<file path="src/rtl/smg_scan_controller.sv">
// Scan controller for a 6-digit common-anode seven-segment display.
// Strobes one digit at a time with blanking gaps and latches new values only between frames.
module smg_scan_controller #(
  parameter int T_DIGIT     = 50000,
  parameter int T_BLANK     = 500,
  parameter bit LZ_SUPPRESS = 1'b1
) (
  input  logic        CLK,
  input  logic        RST,
  input  logic [23:0] Number_Sig,
  input  logic [5:0]  Dot_Mask,
  input  logic        Load_Req,
  output logic        Load_Ack,
  output logic [5:0]  Scan_Sel,
  output logic [7:0]  Seg_Out,
  output logic        Frame_Done
);

  localparam int T_MAX = (T_DIGIT > T_BLANK) ? T_DIGIT : T_BLANK;
  localparam int CW    = (T_MAX > 1) ? $clog2(T_MAX) : 1;
  localparam logic [CW-1:0] DIGIT_LAST = CW'(T_DIGIT - 1);
  localparam logic [CW-1:0] BLANK_LAST = CW'(T_BLANK - 1);

  typedef enum logic {ST_BLANK, ST_SHOW} state_t;

  state_t        state, state_n;
  logic [CW-1:0] cnt, cnt_n;
  logic [2:0]    idx, idx_n;
  logic [23:0]   shadow_val, shadow_val_n;
  logic [5:0]    shadow_mask, shadow_mask_n;
  logic          ack_n, done_n;
  logic [5:0]    scan_n;
  logic [7:0]    seg_n;
  logic [3:0]    nib;
  logic [5:0]    zero_above;
  logic          suppress;

  // Active-low a-g pattern; non-decimal nibbles show a dash.
  function automatic logic [6:0] bcd_to_seg(input logic [3:0] b);
    case (b)
      4'd0:    bcd_to_seg = 7'h40;
      4'd1:    bcd_to_seg = 7'h79;
      4'd2:    bcd_to_seg = 7'h24;
      4'd3:    bcd_to_seg = 7'h30;
      4'd4:    bcd_to_seg = 7'h19;
      4'd5:    bcd_to_seg = 7'h12;
      4'd6:    bcd_to_seg = 7'h02;
      4'd7:    bcd_to_seg = 7'h78;
      4'd8:    bcd_to_seg = 7'h00;
      4'd9:    bcd_to_seg = 7'h10;
      default: bcd_to_seg = 7'h3F;
    endcase
  endfunction

  always_ff @(posedge CLK or posedge RST) begin
    if (RST) begin
      state       <= ST_BLANK;
      cnt         <= '0;
      idx         <= 3'd0;
      shadow_val  <= 24'd0;
      shadow_mask <= 6'd0;
      Load_Ack    <= 1'b0;
      Frame_Done  <= 1'b0;
      Scan_Sel    <= 6'h3F;
      Seg_Out     <= 8'hFF;
    end else begin
      state       <= state_n;
      cnt         <= cnt_n;
      idx         <= idx_n;
      shadow_val  <= shadow_val_n;
      shadow_mask <= shadow_mask_n;
      Load_Ack    <= ack_n;
      Frame_Done  <= done_n;
      Scan_Sel    <= scan_n;
      Seg_Out     <= seg_n;
    end
  end

  // Outputs are decoded from the next-state values so the registered pins line up with the state.
  always_comb begin
    state_n       = state;
    cnt_n         = cnt + CW'(1);
    idx_n         = idx;
    shadow_val_n  = shadow_val;
    shadow_mask_n = shadow_mask;
    ack_n         = 1'b0;
    done_n        = 1'b0;
    scan_n        = 6'h3F;
    seg_n         = 8'hFF;
    nib           = 4'd0;
    zero_above    = 6'd0;
    suppress      = 1'b0;

    case (state)
      ST_BLANK: begin
        if (cnt == BLANK_LAST) begin
          state_n = ST_SHOW;
          cnt_n   = '0;
        end
      end
      ST_SHOW: begin
        if (cnt == DIGIT_LAST) begin
          state_n = ST_BLANK;
          cnt_n   = '0;
          if (idx == 3'd5) begin
            idx_n  = 3'd0;
            done_n = 1'b1;
            if (Load_Req) begin
              shadow_val_n  = Number_Sig;
              shadow_mask_n = Dot_Mask;
              ack_n         = 1'b1;
            end
          end else begin
            idx_n = idx + 3'd1;
          end
        end
      end
      default: begin
        state_n = ST_BLANK;
        cnt_n   = '0;
      end
    endcase

    for (int k = 0; k < 6; k++) begin
      zero_above[k] = ((shadow_val_n >> (4 * k)) == 24'd0);
    end

    if (state_n == ST_SHOW) begin
      nib      = shadow_val_n[{idx_n, 2'b00} +: 4];
      suppress = LZ_SUPPRESS && (idx_n != 3'd0) && zero_above[idx_n];
      seg_n    = {~shadow_mask_n[idx_n], suppress ? 7'h7F : bcd_to_seg(nib)};
      if (!suppress || shadow_mask_n[idx_n]) begin
        scan_n = ~(6'b000001 << idx_n);
      end
    end
  end

endmodule
</file>
<file path="config.mk">
export PLATFORM = sky130hd
export DESIGN_NAME = smg_scan_controller
export DESIGN_NICKNAME = d
export VERILOG_FILES = /design/src/rtl/smg_scan_controller.sv
export SDC_FILE = /design/constraint.sdc
export NUM_CORES = 1
export LEC_CHECK = 0
export CAP_MARGIN = 20
export CORE_MARGIN = 1.5
export CORE_UTILIZATION = 23
export DETAILED_ROUTE_END_ITERATION = 8
export DONT_BUFFER_PORTS = 1
export GPL_TIMING_DRIVEN = 0
export PLACE_DENSITY = 0.37
export SYNTH_ARGS = -nofsm -noshare
export SYNTH_HDL_FRONTEND = slang
export SYNTH_SLANG_ARGS = --single-unit
</file>
<file path="constraint.sdc">
create_clock -name CLK -period 4.8 [get_ports CLK]
set_input_delay 0.48 -clock CLK [delete_from_list [all_inputs] [get_ports CLK]]
set_output_delay 0.48 -clock CLK [all_outputs]
set_load 0.02 [all_outputs]
</file>
# [Word-level counts from Yosys, hierarchy flattened]
# Memories as Yosys holds them, arrays and structs flattened.
# Cells that the tools add are included.
[totals] ff_bits=66 latch_bits=0 ramBits=0 mem_bits_ro=112 inputBits=33 elab_cells=63 n_memories=1
[mem_list] name="(name not given)" depth=16 word_bits=7 rd=1 rd_clocked_by_memory_dff=0 wr=0 line_no="40" rtl="case (b)"
[classes] add_sub_neg=2 multipliers=0 n_div=0 magnitude_cmp=1 n_eq_ne=3 shift=2 n_mux=32 n_bitwise=3 reduce_logical=10
[ops] op="24-bit logical NOT" count=6
[ops] op="24-bit two-way mux" count=4
[ops] op="6-bit two-way mux" count=6
[ops] op="16-bit two-way mux" count=2
[ops] op="16-bit case mux with 2 select lines" count=1
[ops] op="24-bit by 6-bit variable part select with 4-bit output" count=1
[ops] op="16-bit by 1-bit adder with 16-bit output (second input constant)" count=1
[ops] op="16-bit equality test (second input constant)" count=1
[ops] op="16-bit by 9-bit equality test with 1-bit output (second input constant)" count=1
[ops] op="1-bit two-way mux" count=11
[ops] op="3-bit two-way mux" count=3
[ops] op="8-bit two-way mux" count=1
[ops] op="7-bit two-way mux" count=1
[ops] op="1-bit binary-select mux with 3-bit select" count=2
[ops] op="6-bit inverter" count=1
[ops] op="1-bit by 3-bit left shift with 6-bit output (first input constant)" count=1
[ops] op="3-bit by 4-bit < comparator with 1-bit output (second input constant)" count=1
[ops] op="3-bit by 1-bit adder with 3-bit output (second input constant)" count=1
[ops] op="3-bit equality test (second input constant)" count=1
[ops] op="3-bit nonzero test" count=1
[ops] op="1-bit inverter" count=2
[ops] op="1-bit case mux with 2 select lines" count=1
[ops] op="1-bit logical AND" count=1
[ops] op="1-bit logical NOT" count=1
[ops] op="1-bit logical OR" count=1

# [Longest topological paths before layout]
# Gate-level depths: netlist (run 1).
[logic_depth] depth_word=12 depth_mapped=14 mapped_depth_nobuf=13

# [Worst setup path before layout (run 1)]
# Ideal clock, no wire load.
[synth_timing] path_type="reg-to-reg" from="register cnt[4]" to="register Seg_Out[0]" setup_time_ns=0.096 arrival_ns=3.267 t_required_ns=4.704 slack_ns=1.437 path_stages_with_launch=14 path_buffers=2 period_less_slack_ns=3.363 path_cell_list="dfrtp_1 > or4b_1 > buf_4 > or4_1 > buf_2 > mux2i_1 > a211oi_2 > o22ai_1 > a211oi_4 > inv_1 > ha_1 > nor2b_1 > a211oi_1 > o21ai_1"
[synth_via] elab_chain_cells=9 elab_cells_between_ends=23
[synth_rtl] element="start, declared" line_no="27" rtl="logic [CW-1:0] cnt, cnt_n;"
[synth_rtl] element="start signal, assigned" line_no="68" rtl="cnt <= cnt_n;"
[synth_rtl] element="branches (longest 8 deep; another with memory 16 x 7 bit)"
[synth_rtl] element="8-bit two-way mux (*)" line_no="128" rtl="if (state_n == ST_SHOW) begin"
[synth_rtl] element="via seg_n[0]" line_no="33" rtl="logic [7:0] seg_n;"
[synth_rtl] element="end signal, assigned" line_no="75" rtl="Seg_Out <= seg_n;"
[synth_rtl] element="end, declared" line_no="15" rtl="output logic [7:0] Seg_Out,"
# Mark *: on every way through the listed nets, which the timed path passes. The select of a mux whose other input is x is not followed.

# [Final worst setup path (run 1)]
[layout_timing] from="register cnt[4]" to="register Seg_Out[3]"
# Same word-level chain as after synthesis.

==> results.md, run 1 <==
* Die W at 129.9 um
* Fin cells at 650
* DRC at 0
* Core area at ~16000 sq um
* Via count at approximately 3100
* Post-CTS Setup Repair Bufs at 0
* FF+latch area at 1669 sq um
* Yosys reg bits at 66
* Clock Latency Late Sink at 0.34 ns
* Worst min path class: input pin to async pin
* Post-synth top cells: 97 x nand2_1, 52 x dfrtp_1, 35 x nor2_1, 21 x nand3_1, 15 x a21oi_1
* Mapped cell area at approximately 3700 sq um
* CP max stage cell: nor4_4
* Slew at the pin closest to its max-slew limit at 0.8631 ns
* Post_cts resized at 0
* Critical-path cell list: or4b_1 > buf_4 > nor4_4 > buf_4 > a21oi_1 > o22ai_1 > o22ai_1 > a211oi_4 > inv_1 > ha_1 > a21oi_1 > o21ai_0 > nand3_1
* Placer Congestion at between 0.8 and 0.9
* Area contributors post-synth: dfrtp_1 35%, dfstp_2 9.9%, nand2_1 9.8%
* Maximum clock rate at 265.0 MHz
* Clock Path Buffers at 2
* Detail Route Antenna Nets at 0
* EDFF count, synth at 0
* Arr. time, crit path at 4.05 ns
* Startpoint Class: register
* Critical path class: register to register
* Cell with the most instances after synthesis: nand2_1
* Pwr dens at ~290 nW/um^2
* Number of distinct library cells after synthesis at 66
* IO buf count at 0
* Critical Path Sink Type: register
* H-tree level count at 3
* Io pins at 49
* FF-to-FF Start: cnt[4]
* Crit Path Max Fanout at 10
* FILL cells at 1706
* Area delta synth->final at 15.14%
* Clock root buffer: clkbuf_16
* Final critical-path share of the clock period at approximately four fifths
* Cells after Synth at 418
* Post-route setup TNS at 0 ns
* First-pass GRT wire length at 17900 um
* Grt total ovfl at 0
* Status: completed
* Layout cell share with drive strength beyond 1 at 12.44%
* Final instance area at 4264 sq um
* Worst VDD drop at 0.1705 mV
* Area leader, netlist: dfrtp_1
* Final WS setup at 1.027 ns
* Yosys synthesis warning count at 0
* Per-cell routed wire length at between 15 and 20 um
* Mean Syn Cell Area at 8.860 sq um
* Post-layout nets at 468
* CTS Buf Count at 9
* Pre-antenna DRT Iters at 4
* Clock share of power at 53.2%
* Vias in the first global route at 3067
* Prevailing post-synth register cell: dfrtp_1
* Die area at 16870 sq um
* Int Pwr at 0.0009594 W
* Crit path max-delay family: simple AND/OR/NAND/NOR gates
* Multi-input logic area at 1868 sq um
* Sink Count at 66
* Logic pwr share at 1.2%
* Largest net degree at the start of global routing at 67
* Max incr delay on CP at 0.62 ns
* Number of DRC markers in iteration 0 at ~140
* DRT Wirelength at 11180 um
* Final setup fails at 0
* Post-CTS Hold Buffers at 0
* Initial Util at a little under a quarter
* P_leak at about 1.8 nW
* Final Skew at 0.005668 ns
* Post-DP Area at 3976 sq um
* Gr usage total at around 14%
* Number of cells after detailed placement at 634
* Post-synth ARST share at 100.0%
* Switching share of power at 21.53%
* Mapped Nets at around 460
* Max-Cap Viols at 0
* RSZ-0062 raised after global routing: no
* WP buf/inv at 3
* P_sw at 0.0002632 W
* Pwr Total at 0.001223 W
* Slew Limit Fails at 0
* Max-slew headroom at 40.81%
* Dpl ws at 1.037 ns
* Clock-pin slew on the worst setup and hold paths at 0.06 ns
* Sequential Power Share at 45.6%
* # diodes at 0
* Initial antenna violation count at 0
* Period minus WS final at 3.773 ns
* Vias per cell at 4.777
* Worst setup path startpoint: cnt[4]
* Rows at 46
* Top-area cell type share of the netlist area at a little over a third
* Die height at 129.9 um
* Post-synthesis sequential area ratio at 45.07%
* Post-DP HPWL at 8170 um
* WP data required at 5.08 ns
* Hold Vio Cnt, Final at 0
* CTS tree: done
==> area by class of cell <==
| class | instances | share of cell area, % |
|---|---|---|
| Buffer | 22 | 2.465 |
| Clock buffer | 11 | 5.458 |
| Clock inverter | 5 | 1.291 |
| Inverter | 16 | 1.496 |
| Multi-Input combinational cell | 314 | 43.81 |
| Sequential cell | 66 | 39.14 |
| Tap cell | 216 | 6.338 |
==> cells in the final DEF (no fill, tap or decap), types with 10 or more instances in the layout <==
cell type / n
nor2_1: 35
dfstp_2: 14
nand2_1: 97
dfrtp_1: 52
clkbuf_1: 16
inv_1: 12
o21ai_0: 11
a21oi_1: 15
xnor2_1: 10
nand3_1: 21
mux2i_1: 10
==> kinds of logic (layout without fill, tap and decap cells) <==
family / count (synthesis) / count (layout) / synth area share (%)
adders and majority gates: 7 / 7 / 2.297
and+or+nand+nor: 208 / 208 / 27.20
buffers and inverters: 38 / 54 / 4.493
AOI/OAI and AO/OA: 70 / 70 / 13.31
xor gates and xnor gates: 14 / 14 / 3.311
DFF: 66 / 66 / 45.07
muxes: 15 / 15 / 4.324
==> power by group through the flow <==
stage                     sequential, W  clock [W]  combinational [W]
final                          0.000557   0.000650          0.0000150
after floorplan                0.000567          0          0.0000110
after detailed placement       0.000567          0          0.0000165
after CTS                      0.000557   0.000675          0.0000166
after global routing           0.000557   0.000694          0.0000181
after global placement         0.000567          0          0.0000164
==> flip-flops by register name (all words and copies together) (netlist names) <==
name         count
idx              3
state            1
shadow_mask      6
cnt             16
shadow_val      24
Seg_Out          8
Load_Ack         1
Scan_Sel         6
Frame_Done       1
==> metal layers <==
layer / GRT usage, % / up-vias / routed length, um
li1: - / 1478 / -
met1: 19.90 / 1526 / 5368
met2: 20.70 / 87 / 4894
met3: 4.305 / 14 / 723
met4: 5.359 / 0 / 192
met5: 0 / - / 0
==> per-stage QoR <==
stage | hold WS (ns) | util, %
global route | 0.2466 | 26.94
detailed placement | 0.4469 | 25.12
finish | 0.1841 | 26.94
floorplan | 0.4244 | -
CTS | 0.2262 | 26.94
global placement | 0.4468 | 25.11
==> path summary, 6_finish.rpt <==
check | end | slack, ns | depth (start not counted)
worst max-delay path | Seg_Out[3] | 1.03 | 13
worst min-delay path | cnt[9] | 0.18 | 1
worst max register to register | Seg_Out[3] | 1.03 | 13
worst min register to register | cnt[0] | 0.45 | 1
max in group asynchronous | shadow_val[1] | 4.07 | 1
min in group CLK | shadow_mask[5] | 0.25 | 2
No activity file was read; power rests on OpenSTA's default activity.
==> inputs of run 2 (changes only) <==
PLACE_DENSITY = 0.38   (was 0.37)
clock period = 3.27 ns   (was 4.8 ns; I/O delays follow)
==> run 2 against run 1 <==
Via count grew 3.3%. Flip-flop and latch count is the same. Count of clock-buffer cells in the layout shrank 1. Die area is the same. Highest routed layer unchanged. Register-to-register slack lost 0.99 ns. Sequential share of layout area shrank 4.6 points. Utilization grew 3.6 points. Cell count grew 4.9%.
==> results.md, run 2 (synthesized netlist as in run 1, its figures left out) <==
* Status: completed
* WP data required at 3.53 ns (-1.55 ns)
* CP Depth at 13 (unchanged)
* First-pass GRT wire length at 18690 um (+4.4%)
* DRC at 0 (unchanged)
* Die W at 129.9 um (unchanged)
* Via count at 3209 (+3.3%)
* P_leak at 2.050 nW (+13%)
* H-tree level count at 3 (unchanged)
* Vias in the first global route at 3260 (+6.3%)
* Max-Cap Viols at 0 (unchanged)
* Commonest cells after routing, fill and taps aside: 97 x nand2_1, 52 x dfrtp_1, 33 x nor2_1
* Layout cell share with drive strength beyond 1 at 26.61% (+14 points)
* Post-DP HPWL at 8067 um (-1.3%)
* Placer Congestion at 0.8527 (-2.2%)
* Worst min path class: input pin to async pin
* FILL cells at 1690 (-0.94%)
* Worst reg2reg path depth at 13 (unchanged)
* Io pins at 49 (unchanged)
* IO buf count at 0 (unchanged)
* # diodes at 0 (unchanged)
* Per-cell routed wire length at 17.43 um (+1.4%)
* DRT Wirelength at 11890 um (+6.4%)
* Initial antenna violation count at 0 (unchanged)
* Clock Path Buffers at 2 (unchanged)
* Reg2reg end: Seg_Out[4]
* Slew at the pin closest to its max-slew limit at 0.8588 ns (-0.004278 ns)
* Pwr dens at 381.3 nW/um^2 (+33%)
* Hold Vio Cnt, Final at 0 (unchanged)
* Initial Util at 23.40% (unchanged)
* Maximum clock rate at 309.8 MHz (+17%)
* Fin cells at 682 (+4.9%)
* Final setup fails at 0 (unchanged)
* Max-slew headroom at 42.74% (+1.9 points)
* WP buf/inv at 3 (unchanged)
* CTS tree: done
* Rows at 46 (unchanged)
* Max reg flops at 24 (unchanged)
* Final Skew at 0.006330 ns (+0.0006618 ns)
* Critical-path cell list: or4b_4 > or4_1 > buf_6 > o21ai_2 > nand3_2 > a32oi_2 > a221o_1 > buf_6 > ha_4 > inv_2 > a21oi_1 > o21a_1 > o21ai_2
* Final critical-path share of the clock period at 98.73% (+20 points)
* Post-CTS Hold Buffers at 0 (unchanged)
* Crit Path Max Fanout at 9 (-1)
* Gr usage total at 14.87% (+0.60 points)
* Clock Latency Late Sink at 0.35 ns (about the same)
* FF-to-FF Start: cnt[4]
* Critical Path Sink Type: register
* Worst VDD drop at 0.2661 mV (+56%)
* Leading cell type in the layout, fill and taps excluded: nand2_1
* Pre-antenna DRT Iters at 4 (unchanged)
* Clock root buffer: clkbuf_16
* Die area at 16870 sq um (unchanged)
* Number of cells after detailed placement at 634 (unchanged)
* Die height at 129.9 um (unchanged)
* Biggest regs: shadow_val (24), cnt (16), Seg_Out (8)
* Grt total ovfl at 0 (unchanged)
* Worst setup path startpoint: cnt[4]
* Critical path class: register to register
* WHS at 0.01703 ns (-0.1671 ns)
* Startpoint Class: register
* Critical Path Sink: Seg_Out[4]
* RSZ-0062 raised after global routing: yes
* Sink Count at 66 (unchanged)
* Vias per cell at 4.705 (-1.5%)
* CP max stage cell: or4b_4
* Register bank with the most flops: shadow_val
* Crit path max-delay family: simple AND/OR/NAND/NOR gates
* Arr. time, crit path at 3.49 ns (-0.56 ns)
* Area delta synth->final at 30.51%
* Number of DRC markers in iteration 0 at 187 (+31%)
* Largest net degree at the start of global routing at 67 (unchanged)
* Reg-to-reg slack, setup at 0.04 ns (-0.99 ns)
* Max incr delay on CP at 0.61 ns (about the same)
* Core area at 15830 sq um (unchanged)
* Post-layout nets at 500 (+6.8%)
* Slew Limit Fails at 0 (unchanged)
* Clock-pin slew on the worst setup and hold paths at 0.06 ns (about the same)
* Period minus WS final at 3.228 ns (-0.5446 ns)
* CTS Buf Count at 9 (unchanged)
* Detail Route Antenna Nets at 0 (unchanged)
[run 2: cell count changes in the layout (fill, tap and decap cells not counted), sizes merged]
cell      delta
inv          +2
clkinvlp     -1
buf         +32
clkbuf       -1
[run 2: worst min path at each step]
stage	cells past startpoint	start	to
5_1_grt	1	RST	cnt[13]
2_1_floorplan	1	cnt[0]	cnt[0]
3_3_place_gp	2	Number_Sig[0]	shadow_val[0]
6_report	1	RST	cnt[7]
4_1_cts	1	RST	cnt[13]
3_5_place_dp	1	RST	cnt[13]
[run 2: timing repair]
action	in CTS	in global routing
gates resized for setup	23	38
pin swaps	12	26
endpoints found under the setup margin	12	11
gates cloned	0	1
buffers inserted	20	14
[run 2: area by class of cell]
class	count	area (sq um)	share of cell area, %
well taps	216	270.3	5.591
multi-input cells	314	2110	43.64
inverters	16	70.07	1.450
clock inverters	6	65.06	1.346
clock buffers	10	239.0	4.944
flip-flops and latches	66	1669	34.53
repair buffers	35	307.8	6.368
plain buffers	19	102.6	2.123
[run 2: layer usage]
metal / GRT usage (%) / vias to the layer above / routed length, um
li1: - / 1538 / -
met1: 20.35 / 1573 / 5655
met2: 22.07 / 78 / 5308
met3: 4.223 / 20 / 629
met4: 5.948 / 0 / 294
met5: 0 / - / 0
[run 2: power breakdown]
part	total (W)	switching (W)	leakage, nW	internal (W)
Combinational	0.0000221	0.0000191	1.04	0.00000299
Clock	0.00100	0.000391	0.149	0.000612
Sequential	0.000818	0	0.860	0.000818
[run 2: metrics by stage]
step                      setup slack, ns  setup TNS [ns]  cell area, sq um  utilization [%]  power (W)
after CTS                        -0.06384        -0.08236              4546            28.72   0.001871
after global routing              -0.1013         -0.4303              4833            30.54   0.001912
after detailed placement          -0.4587          -3.742              3983            25.16  0.0008559
final                             0.04167               0              4833            30.54   0.001843
after floorplan                   0.01939               0              3710                -  0.0008480
after global placement            -0.4518          -3.742              3980            25.15  0.0008554
